## src/rtl/matrix_pkg.sv

```systemverilog
// Shared types and constants for the 16x8 RGB matrix transmit/receive paths.
package matrix_pkg;
  typedef enum logic [1:0] {WAIT_FRAME, RECEIVE, FRAME_DONE} rx_state_t;

  localparam int MATRIX_COLUMNS           = 16;
  localparam int MATRIX_ROWS              = 8;
  localparam int MATRIX_COLORS            = 3;
  localparam int COL_W                    = $clog2(MATRIX_COLUMNS);
  localparam int DEFAULT_SPI_SIZE         = 8;
  localparam int DEFAULT_BYTES_PER_MATRIX = MATRIX_ROWS * MATRIX_COLUMNS * MATRIX_COLORS;
endpackage

```

## src/rtl/sync_edge_detect.sv

```systemverilog
// Two-flop synchronizer for a group of asynchronous nets, with rise/fall detect.
module sync_edge_detect
  import matrix_pkg::*;
#(
  parameter int WIDTH = 1
) (
  input  logic             clk,
  input  logic             rst,
  input  logic [WIDTH-1:0] d,
  output logic [WIDTH-1:0] sync,
  output logic [WIDTH-1:0] rise,
  output logic [WIDTH-1:0] fall
);
  logic [WIDTH-1:0] meta;
  logic [WIDTH-1:0] prev;

  always_ff @(posedge clk or posedge rst) begin
    if (rst) begin
      meta <= '0;
      sync <= '0;
      prev <= '0;
    end else begin
      meta <= d;
      sync <= meta;
      prev <= sync;
    end
  end

  assign rise = sync & ~prev;
  assign fall = ~sync & prev;
endmodule

```

## src/rtl/matrix_stream_receiver.sv

```systemverilog
// Rebuilds per-lane SPI words from oversampled matrix lines and tracks
// frame position (byte index) and latched column.
module matrix_stream_receiver
  import matrix_pkg::*;
#(
  parameter int CHANNEL_NUMBER   = 3,
  parameter int SPI_SIZE         = DEFAULT_SPI_SIZE,
  parameter int BYTES_PER_MATRIX = DEFAULT_BYTES_PER_MATRIX,
  parameter int TIMEOUT_CYCLES   = 1024,
  localparam int IDX_W  = $clog2(BYTES_PER_MATRIX + 1),
  localparam int BIT_W  = $clog2(SPI_SIZE),
  localparam int IDLE_W = $clog2(TIMEOUT_CYCLES + 1)
) (
  input  logic                               clk,
  input  logic                               rst,
  input  logic                               spi_clk,
  input  logic [CHANNEL_NUMBER-1:0]          spi_mosi,
  input  logic                               ser_clk,
  input  logic                               ser_data,
  input  logic                               ser_stcp,
  input  logic                               ser_n_enable,
  output logic [CHANNEL_NUMBER*SPI_SIZE-1:0] data_out,
  output logic                               data_valid,
  output logic [IDX_W-1:0]                   byte_index,
  output logic [COL_W-1:0]                   column_index,
  output logic                               frame_start,
  output logic                               frame_done,
  output logic                               blanked,
  output logic                               err_overrun,
  output logic                               err_partial
);
  logic [CHANNEL_NUMBER:0] spi_sync, spi_rise, spi_fall;
  logic [3:0]              ser_sync, ser_rise, ser_fall;

  // MOSI shares the spi_clk synchronizer so each lane bit lines up with its edge.
  sync_edge_detect #(.WIDTH(CHANNEL_NUMBER + 1)) u_spi_sync (
    .clk (clk),
    .rst (rst),
    .d   ({spi_mosi, spi_clk}),
    .sync(spi_sync),
    .rise(spi_rise),
    .fall(spi_fall)
  );

  sync_edge_detect #(.WIDTH(4)) u_ser_sync (
    .clk (clk),
    .rst (rst),
    .d   ({ser_n_enable, ser_stcp, ser_data, ser_clk}),
    .sync(ser_sync),
    .rise(ser_rise),
    .fall(ser_fall)
  );

  logic unused_edges;
  assign unused_edges = ^{spi_rise[CHANNEL_NUMBER:1], spi_fall[CHANNEL_NUMBER:1],
                          ser_sync[2], ser_sync[0], ser_rise[3], ser_rise[1], ser_fall};

  logic [CHANNEL_NUMBER-1:0] mosi;
  logic spi_edge, img_evt, col_step, stcp_evt;
  assign mosi     = spi_sync[CHANNEL_NUMBER:1];
  assign spi_edge = spi_rise[0] | spi_fall[0];
  assign img_evt  = ser_rise[0] & ser_sync[1];
  assign col_step = ser_rise[0] & ~ser_sync[1];
  assign stcp_evt = ser_rise[2];
  assign blanked  = ser_sync[3];

  logic [CHANNEL_NUMBER-1:0][SPI_SIZE-1:0] shift_p0, word_next;
  logic [CHANNEL_NUMBER*SPI_SIZE-1:0]      word_p0;
  logic                                    vld_p0, img_p0;
  logic [BIT_W-1:0]                        bit_cnt;
  logic [IDLE_W-1:0]                       idle_cnt;
  logic [COL_W-1:0]                        pend_col;

  always_comb begin
    word_next = shift_p0;
    for (int c = 0; c < CHANNEL_NUMBER; c++) begin
      word_next[c] = {shift_p0[c][SPI_SIZE-2:0], mosi[c]};
    end
  end

  // ---- stage p0: word assembly, timeout and column tracking ----
  always_ff @(posedge clk or posedge rst) begin
    if (rst) begin
      shift_p0     <= '0;
      word_p0      <= '0;
      vld_p0       <= 1'b0;
      img_p0       <= 1'b0;
      bit_cnt      <= '0;
      idle_cnt     <= '0;
      err_partial  <= 1'b0;
      pend_col     <= '0;
      column_index <= '0;
    end else begin
      vld_p0      <= 1'b0;
      img_p0      <= img_evt;
      err_partial <= 1'b0;

      if (spi_edge)
        idle_cnt <= '0;
      else if (idle_cnt != IDLE_W'(TIMEOUT_CYCLES))
        idle_cnt <= idle_cnt + 1'b1;

      if (spi_rise[0]) begin
        shift_p0 <= word_next;
        if (bit_cnt == BIT_W'(SPI_SIZE - 1)) begin
          word_p0 <= word_next;
          vld_p0  <= 1'b1;
          bit_cnt <= '0;
        end else begin
          bit_cnt <= bit_cnt + 1'b1;
        end
      end else if (idle_cnt == IDLE_W'(TIMEOUT_CYCLES) && bit_cnt != '0) begin
        bit_cnt     <= '0;
        err_partial <= 1'b1;
      end

      // A completed word above is still handed on; only partial state is wiped.
      if (img_evt) begin
        bit_cnt  <= '0;
        shift_p0 <= '0;
        pend_col <= '0;
      end else if (col_step) begin
        pend_col <= (pend_col == COL_W'(MATRIX_COLUMNS - 1)) ? '0 : pend_col + 1'b1;
      end

      if (stcp_evt)
        column_index <= pend_col;
    end
  end

  rx_state_t        state_q, state_d;
  logic             emit, last_word, ovr_set;
  logic [IDX_W-1:0] word_cnt;

  always_comb begin
    state_d   = state_q;
    emit      = 1'b0;
    last_word = 1'b0;
    ovr_set   = 1'b0;
    if (vld_p0) begin
      case (state_q)
        RECEIVE: begin
          emit = 1'b1;
          if (word_cnt == IDX_W'(BYTES_PER_MATRIX - 1)) begin
            last_word = 1'b1;
            state_d   = FRAME_DONE;
          end
        end
        FRAME_DONE: ovr_set = 1'b1;
        default: ;
      endcase
    end
    if (img_p0)
      state_d = RECEIVE;
  end

  always_ff @(posedge clk or posedge rst) begin
    if (rst) state_q <= WAIT_FRAME;
    else     state_q <= state_d;
  end

  // ---- stage p1: frame sequencing and outputs ----
  always_ff @(posedge clk or posedge rst) begin
    if (rst) begin
      word_cnt    <= '0;
      data_out    <= '0;
      data_valid  <= 1'b0;
      byte_index  <= '0;
      frame_start <= 1'b0;
      frame_done  <= 1'b0;
      err_overrun <= 1'b0;
    end else begin
      data_valid  <= emit;
      frame_done  <= last_word;
      frame_start <= img_p0;
      if (emit) begin
        data_out   <= word_p0;
        byte_index <= word_cnt;
        word_cnt   <= last_word ? '0 : word_cnt + 1'b1;
      end
      if (ovr_set)
        err_overrun <= 1'b1;
      if (img_p0) begin
        word_cnt    <= '0;
        err_overrun <= 1'b0;
      end
    end
  end
endmodule

```

## config.mk

```make
export PLATFORM = sky130hd
export DESIGN_NAME = matrix_stream_receiver
export DESIGN_NICKNAME = d
export VERILOG_FILES = /design/src/rtl/matrix_pkg.sv /design/src/rtl/sync_edge_detect.sv /design/src/rtl/matrix_stream_receiver.sv
export SDC_FILE = /design/constraint.sdc
export NUM_CORES = 1
export LEC_CHECK = 0
export CAP_MARGIN = 10
export CORE_MARGIN = 2
export CORE_UTILIZATION = 40
export CTS_CLUSTER_SIZE = 8
export DETAILED_ROUTE_END_ITERATION = 7
export REMOVE_ABC_BUFFERS = 1
export SLEW_MARGIN = 10
export SYNTH_ARGS = -nofsm -noshare
export SYNTH_HDL_FRONTEND = slang
export SYNTH_HIERARCHICAL = 1
export SYNTH_SLANG_ARGS = --single-unit
```

## constraint.sdc

```tcl
create_clock -name clk -period 4.9 [get_ports clk]
set_input_delay 1.47 -clock clk [delete_from_list [all_inputs] [get_ports clk]]
set_output_delay 1.47 -clock clk [all_outputs]
set_load 0.005 [all_outputs]
```

# Word level (Yosys, flattened, before mapping)
# Cells that the tools add are included.
# word_totals
rom_bits	0
latchBits	0
output_inout_bits	43
mem_count	0
ram_bits	0
ff_bits	138
inputBits	10
word_cells	90
# op_classes
n_div	0
n_reduce_logical	13
addsub	4
bitwise_logic	10
eq_ne	7
order_cmp	0
shift	0
mul	0
muxes	31
# op_table
cell	n
$mux 23	2
$mux 9	3
$mux 11	2
$reduce_bool 2->1	8
$mux 1	13
$mux 3	4
$mux 4	3
$add 11x1->11 const B	1
$eq 11x11->1 const B	1
$ne 11x11->1 const B	1
$add 9x1->9 const B	1
$eq 9x9->1 const B	1
$mux 2	4
$reduce_bool 3->1	2
$add 4x1->4 const B	1
$and 1x1->1	4
$eq 4x4->1 const B	1
$add 3x1->3 const B	1
$and 3x3->3	1
$eq 3x3->1 const B	1
$not 1->1	3
$not 3->3	1
$reduce_and 3->1	1
$eq 2x1->1 const B	1
other kinds (4)	4

# Depth between registers and ports, before layout
# Gate-level depths: netlist of the first run.
# depth
depth_word	7
mapped_depth	6
depth_no_buf	6

# Cells and area by module
# The synthesis of the first run kept the hierarchy.
# modules_own_cells
mod	cells_per_inst	seq_area_each_um2	area_each_um2	instances
matrix_stream_receiver	437	2952.8	4834.6	1
sync_edge_detect	21	300.3	374.1	2

# Least setup slack after synthesis of the first run
# Ideal clock, no wire load.
# synth_path
path_type	register -> output
from	register u_ser_sync.sync[3]
to	output port blanked
path_stages_with_launch	1
setup_slack_ps	3054
n_path_buf	0
t_arrival_ps	376
required_ps	3430
path_cell_list	dfrtp_1
# synth_rtl
item	line_no	text
from (decl)	sync_edge_detect.sv:10	output logic [WIDTH-1:0] sync,
from (signal assigned)	sync_edge_detect.sv:24	sync <= meta;
to (decl)	matrix_stream_receiver.sv:28	output logic blanked,
# No word-level cell between the ends.

# Final worst setup path of the first run
# layout_path
from	register column_index[1]
to	output port column_index[1]
# layout_rtl
item	line_no	text
from (decl)	matrix_stream_receiver.sv:25	output logic [COL_W-1:0] column_index,
from (signal assigned)	matrix_stream_receiver.sv:127	column_index <= pend_col;
# No word-level cell between the ends.

==> summary.md, run 1 <==
| Metric | Value |
|---|---|
| Crit share post-route | 0.5621 |
| Post-synth design cell area | 0.005353 mm² |
| CTS max path bufs | 2 |
| Postcts setup bufs | 0 |
| Pre-antenna DRT Iters | 7 |
| Synth-to-Final Area Change | 24.17% |
| Hold Crit Depth | 0 |
| Worst stage delay on the critical path | 510 ps |
| I/O pin total | 53 |
| Max-cap viol count | 0 |
| Fin crit period | 2754 ps |
| Worst-path clk slew | 60 ps |
| Status | completed |
| Die width | 119.7 µm |
| Initial antenna violation count | 0 |
| P_sw | 0.5740 mW |
| Layout cells sized above 1 | 0.1361 |
| Mapped Cells | 462 |
| Vias per cell | 4.689 |
| R2R Setup Slk | ~2300 ps |
| WS Path Type | reg2out |
| Min-delay src | u_ser_sync/meta[0] |
| CP Launch Type | flop |
| Slew @ Worst Pin | 1046 ps |
| Post-DP HPWL | approximately 5900 µm |
| Cell Int Power | 2.151 mW |
| CTS tree | done |
| Sum of routed wire length over all layers | 9260 µm |
| FILL cells | 1162 |
| Critical path arrival | 1280 ps |
| # hold bufs at CTS | 0 |
| Crit-path cells | clkdlybuf4s50_1 |
| Switching Fraction | 0.2106 |
| Clock Latency Late Sink | 410 ps |
| Num rows | 42 |
| Layout Utilization | 0.5059 |
| First-pass GRT wire length | between 15000 and 20000 µm |
| Vias | between 3000 and 4000 |
| Die H | 119.7 µm |
| CTS HTree Levels | 4 |
| Congestion Overflow GR | 0 |
| LEAKAGE | 3.210 nW |
| Remaining antenna violation count after routing | 0 |
| # clock sinks | 137 |
| Routability cong. | 0.7936 |
| Slew headroom | 0.3012 |
| Crit path max-delay cell type | clkdlybuf4s50_1 |
| CP Capture Type | output pin |
| Vias in the first global route | 3419 |
| Clock Skew | 6.782 ps |
| Core box area | 0.01314 mm² |
| DR iter-0 viols | 194 |
| Yosys warns | 6 |
| Final slew viol count | 0 |
| DR DRC count | 0 |
| Root buf cell | clkbuf_16 |
| Power Dens Cells | 410.0 mW/mm² |
| Final-report setup violation count | 0 |
| Fin. Hold Viols | 0 |
| Total CTS buffers | 17 |
| WHS Endpoint | u_ser_sync/sync[0] |
| Critical Path RT | about 3400 ps |
| Clock power share | 0.483 |
| Logic pwr share | 0.059 |
| Register share of total power | 0.459 |
| F_max | between 300 and 400 MHz |
| Min-Delay Path Class | reg2reg |
| Die area | about 0.014 mm² |
| Initial Utilization | 0.4074 |
| Critical path depth | 1 |
| FF-to-FF path depth | 3 |
| Buf/Inv on CP | 1 |
| Worst reg2reg startpoint | u_spi_sync/prev[0] |
| RSZ-0062 raised after global routing | no |
| Worst VDD drop | between 0.2 and 0.25 mV |
| CP top delay family | buffers and inverters |
| Input/output buffers | 52 |
| GRT Total Usage | 0.1413 |
| Count of nets after finishing | 535 |
| Resized cells post-CTS | 0 |
| Syn_area_per_cell | 11.59 µm² |
| Fin Hold WS | 348.2 ps |
| Largest net degree at the start of global routing | 53 |
| WL per Instance | 13.13 µm |
| Reg2reg end | word_p0[16] |
| Inserted Diodes | 0 |
| CP Max Fanout | 2 |
| Final setup TNS | 0 ps |
==> registers in the layout (all words and copies together), names as in the netlist, 9 cells and up <==
name        cells
idle_cnt       11
word_cnt        9
data_out       24
shift_p0       21
byte_index      9
word_p0        24
==> worst max path at each step <==
stage | to | slack [ps] | startpoint
finish | column_index[1] | 2150 | column_index[1]
global route | word_p0[16] | 2090 | u_spi_sync/prev[0]
CTS | column_index[1] | 2120 | column_index[1]
detailed placement | word_cnt[4] | 1850 | rst
global placement | data_out[0] | 1880 | rst
floorplan | bit_cnt[0] | 300 | rst
==> through the flow <==
| stage | power (mW) | setup WS [ps] | cells | area (µm²) |
|---|---|---|---|---|
| detailed placement | 1.433 | 1846 | 675 | 6037 |
| global route | 2.837 | 2093 | 705 | 6646 |
| floorplan | 1.360 | 300.9 | 445 | 5279 |
| finish | 2.725 | 2146 | 705 | 6646 |
| CTS | 2.759 | 2124 | 705 | 6646 |
| global placement | 1.422 | 1878 | 675 | 6037 |
==> power by group through the flow <==
| stage | clock network [mW] | registers, mW | logic [mW] |
|---|---|---|---|
| floorplan | 0 | 1.25 | 0.106 |
| global placement | 0 | 1.27 | 0.156 |
| detailed placement | 0 | 1.27 | 0.163 |
| CTS | 1.34 | 1.25 | 0.165 |
| global route | 1.39 | 1.26 | 0.187 |
| finish | 1.32 | 1.25 | 0.160 |
==> cell type report <==
| cell class | instances | area [µm²] | share of cell area |
|---|---|---|---|
| timing repair buffer | 54 | 535.5 | 0.08057 |
| sequential | 137 | 3428 | 0.5158 |
| clock inverter | 8 | 145.1 | 0.02184 |
| tap | 176 | 220.2 | 0.03313 |
| clock buffer | 22 | 464.2 | 0.06984 |
| inverter | 16 | 62.56 | 0.009413 |
| multi-input combinational | 292 | 1790 | 0.2694 |
==> per-layer routing <==
layer  vias up  global-route usage  wire (µm)
met5         -                   0          0
met4         0             0.06397        123
li1       1636                   -          -
met2        57              0.2282       4426
met1      1603              0.1766       4385
met3        10             0.04087        325
==> placed cells by master, fill, tap and decap left out, types with 3 or more instances in the layout <==
| cell | count |
|---|---|
| nand4_1 | 4 |
| a31oi_1 | 3 |
| inv_1 | 14 |
| nor3_1 | 4 |
| nand3_1 | 8 |
| nor4_1 | 4 |
| clkbuf_16 | 17 |
| nand3b_1 | 4 |
| nand2_1 | 114 |
| o21ai_0 | 5 |
| a21oi_1 | 10 |
| xnor2_1 | 5 |
| xor2_1 | 5 |
| bufinv_16 | 4 |
| dfrtp_1 | 137 |
| ha_1 | 7 |
| mux2_2 | 29 |
| clkdlybuf4s50_1 | 52 |
| nor3b_1 | 3 |
| or3_1 | 3 |
| mux2i_1 | 25 |
| nor2_1 | 36 |
| and2b_2 | 4 |
| clkbuf_1 | 3 |
No activity file was read; power rests on OpenSTA's default activity.
==> run 2, diff against run 1 <==
==> constraint.sdc (replaced) <==
create_clock -name clk -period 2.5 [get_ports clk]
set_input_delay 0.75 -clock clk [delete_from_list [all_inputs] [get_ports clk]]
set_output_delay 0.75 -clock clk [all_outputs]
set_load 0.005 [all_outputs]
==> summary.md, run 2 (synthesis gave the netlist of run 1 again) <==
| Metric | Value |
|---|---|
| Status | completed |
| Pre-antenna DRT Iters | 4 (-3) |
| CP Max Fanout | 2 (unchanged) |
| Total CTS buffers | 17 (unchanged) |
| Slew headroom | 0.6608 (+0.3596) |
| Clock Latency Late Sink | 410 ps (about the same) |
| Final worst setup slack | 466.4 ps (-1680 ps) |
| Vias per cell | 4.725 (+0.76%) |
| Num rows | 42 (unchanged) |
| Die H | 119.7 µm (unchanged) |
| Clock Skew | 5.383 ps (-1.399 ps) |
| Synth-to-Final Area Change | 25.78% |
| Worst-path clk slew | 60 ps (about the same) |
| DR DRC count | 0 (unchanged) |
| Inserted Diodes | 0 (unchanged) |
| Initial antenna violation count | 0 (unchanged) |
| Sum of routed wire length over all layers | 9272 µm (+0.13%) |
| CP Capture Type | output pin |
| Post-DP HPWL | 6053 µm (+2.9%) |
| Power Dens Cells | 799.1 mW/mm² (+95%) |
| CTS HTree Levels | 4 (unchanged) |
| Initial Utilization | 0.4074 (unchanged) |
| Layout cells sized above 1 | 0.1546 (+0.01846) |
| Fin Hold WS | 347.0 ps (-1.254 ps) |
| Crit share post-route | 0.8134 |
| Max-cap viol count | 0 (unchanged) |
| Critical Path RT | 1750 ps (-1680 ps) |
| Layout Utilization | 0.5125 (+0.006571) |
| Routability cong. | 0.8160 (+2.8%) |
| I/O pin total | 53 (unchanged) |
| Final setup TNS | 0 ps (unchanged) |
| Slew @ Worst Pin | 504.1 ps (-541.6 ps) |
| Commonest non-fill, non-tap cells in the layout | 137 x dfrtp_1, 114 x nand2_1, 52 x clkdlybuf4s50_1 |
| Congestion Overflow GR | 0 (unchanged) |
| DR iter-0 viols | 194 (unchanged) |
| Die width | 119.7 µm (unchanged) |
| Postcts setup bufs | 0 (unchanged) |
| Count of nets after finishing | 541 (+1.1%) |
| Resized cells post-CTS | 0 (unchanged) |
| WS Path Type | reg2out |
| Min-Delay Path Class | reg2reg |
| Core box area | 0.01314 mm² (unchanged) |
| Worst stage delay on the critical path | 520 ps (about the same) |
| Final slew viol count | 0 (unchanged) |
| Crit path max-delay cell type | clkdlybuf4s50_1 |
| Worst slack at placement | 795.9 ps (-1050 ps) |
| Critical path arrival | 1280 ps (about the same) |
| CP Launch Type | flop |
| CTS max path bufs | 2 (unchanged) |
| LEAKAGE | 3.252 nW (+1.3%) |
| Vias in the first global route | 3350 (-2.0%) |
| GRT Total Usage | 0.1445 (+0.003153) |
| Crit-path cells | clkdlybuf4s50_1 |
| Fin. Hold Viols | 0 (unchanged) |
| RSZ-0062 raised after global routing | no |
| CTS tree | done |
| Largest net degree at the start of global routing | 51 (-3.8%) |
| # hold bufs at CTS | 0 (unchanged) |
| WL per Instance | 13.00 µm (-0.99%) |
| Cell Count Post-Placement | 681 (+0.89%) |
| First-pass GRT wire length | 16230 µm (+2.5%) |
| # clock sinks | 137 (unchanged) |
| Vias | 3369 (+1.9%) |
| Root buf cell | clkbuf_16 |
| Input/output buffers | 52 (unchanged) |
| Final Total Pwr | 5.380 mW (+97%) |
| Commonest non-fill, non-tap cell in the layout | dfrtp_1 |
| Top flop regs | data_out: 24 flops, word_p0: 24 flops, shift_p0: 21 flops |
| CP top delay family | buffers and inverters |
| Buf/Inv on CP | 1 (unchanged) |
| F_max | approximately 490 MHz |
| Remaining antenna violation count after routing | 0 (unchanged) |
| Final-report setup violation count | 0 (unchanged) |
| Final std cells w/o fill | 713 (+1.1%) |
| Post-DP Area | 0.006107 mm² (+1.2%) |
| Fin crit period | 2034 ps |
| Design area | 0.006733 mm² (+1.3%) |
| Die area | 0.01432 mm² (unchanged) |
| Worst VDD drop | 0.4586 mV (+94%) |
==> run 2: report_power, final <==
part / internal (mW) / switching [mW] / leakage, nW
registers: 2.35 / 0.101 / 1.83
clock network: 1.67 / 0.941 / 0.296
logic: 0.168 / 0.153 / 1.13
==> run 2: cell type report <==
class                   instances  area (µm²)
clock buffers                  17       425.4
clock inverters                15       200.2
multi-input cells             292        1790
flip-flops and latches        137        3428
well taps                     176       220.2
repair buffers                 60       605.6
inverters                      16       62.56
fillers                      1179        6405
==> run 2: final timing paths <==
check	start	to	slack, ps	cells past startpoint
setup / recovery	data_out[2]	data_out[2]	470	1
hold / removal	u_ser_sync/meta[2]	u_ser_sync/sync[2]	350	0
setup reg to reg	word_cnt[0]	word_cnt[3]	820	5
hold reg to reg	u_ser_sync/meta[2]	u_ser_sync/sync[2]	350	0
max in group asynchronous	rst	byte_index[7]	1260	3
min in group asynchronous	rst	idle_cnt[0]	690	2
==> run 2: per-layer routing <==
metal / track usage / wire length (µm) / up-vias
li1: - / - / 1650
met1: 0.1904 / 4403 / 1648
met2: 0.2218 / 4381 / 57
met3: 0.04040 / 313 / 14
met4: 0.06838 / 173 / 0
met5: 0 / 0 / -
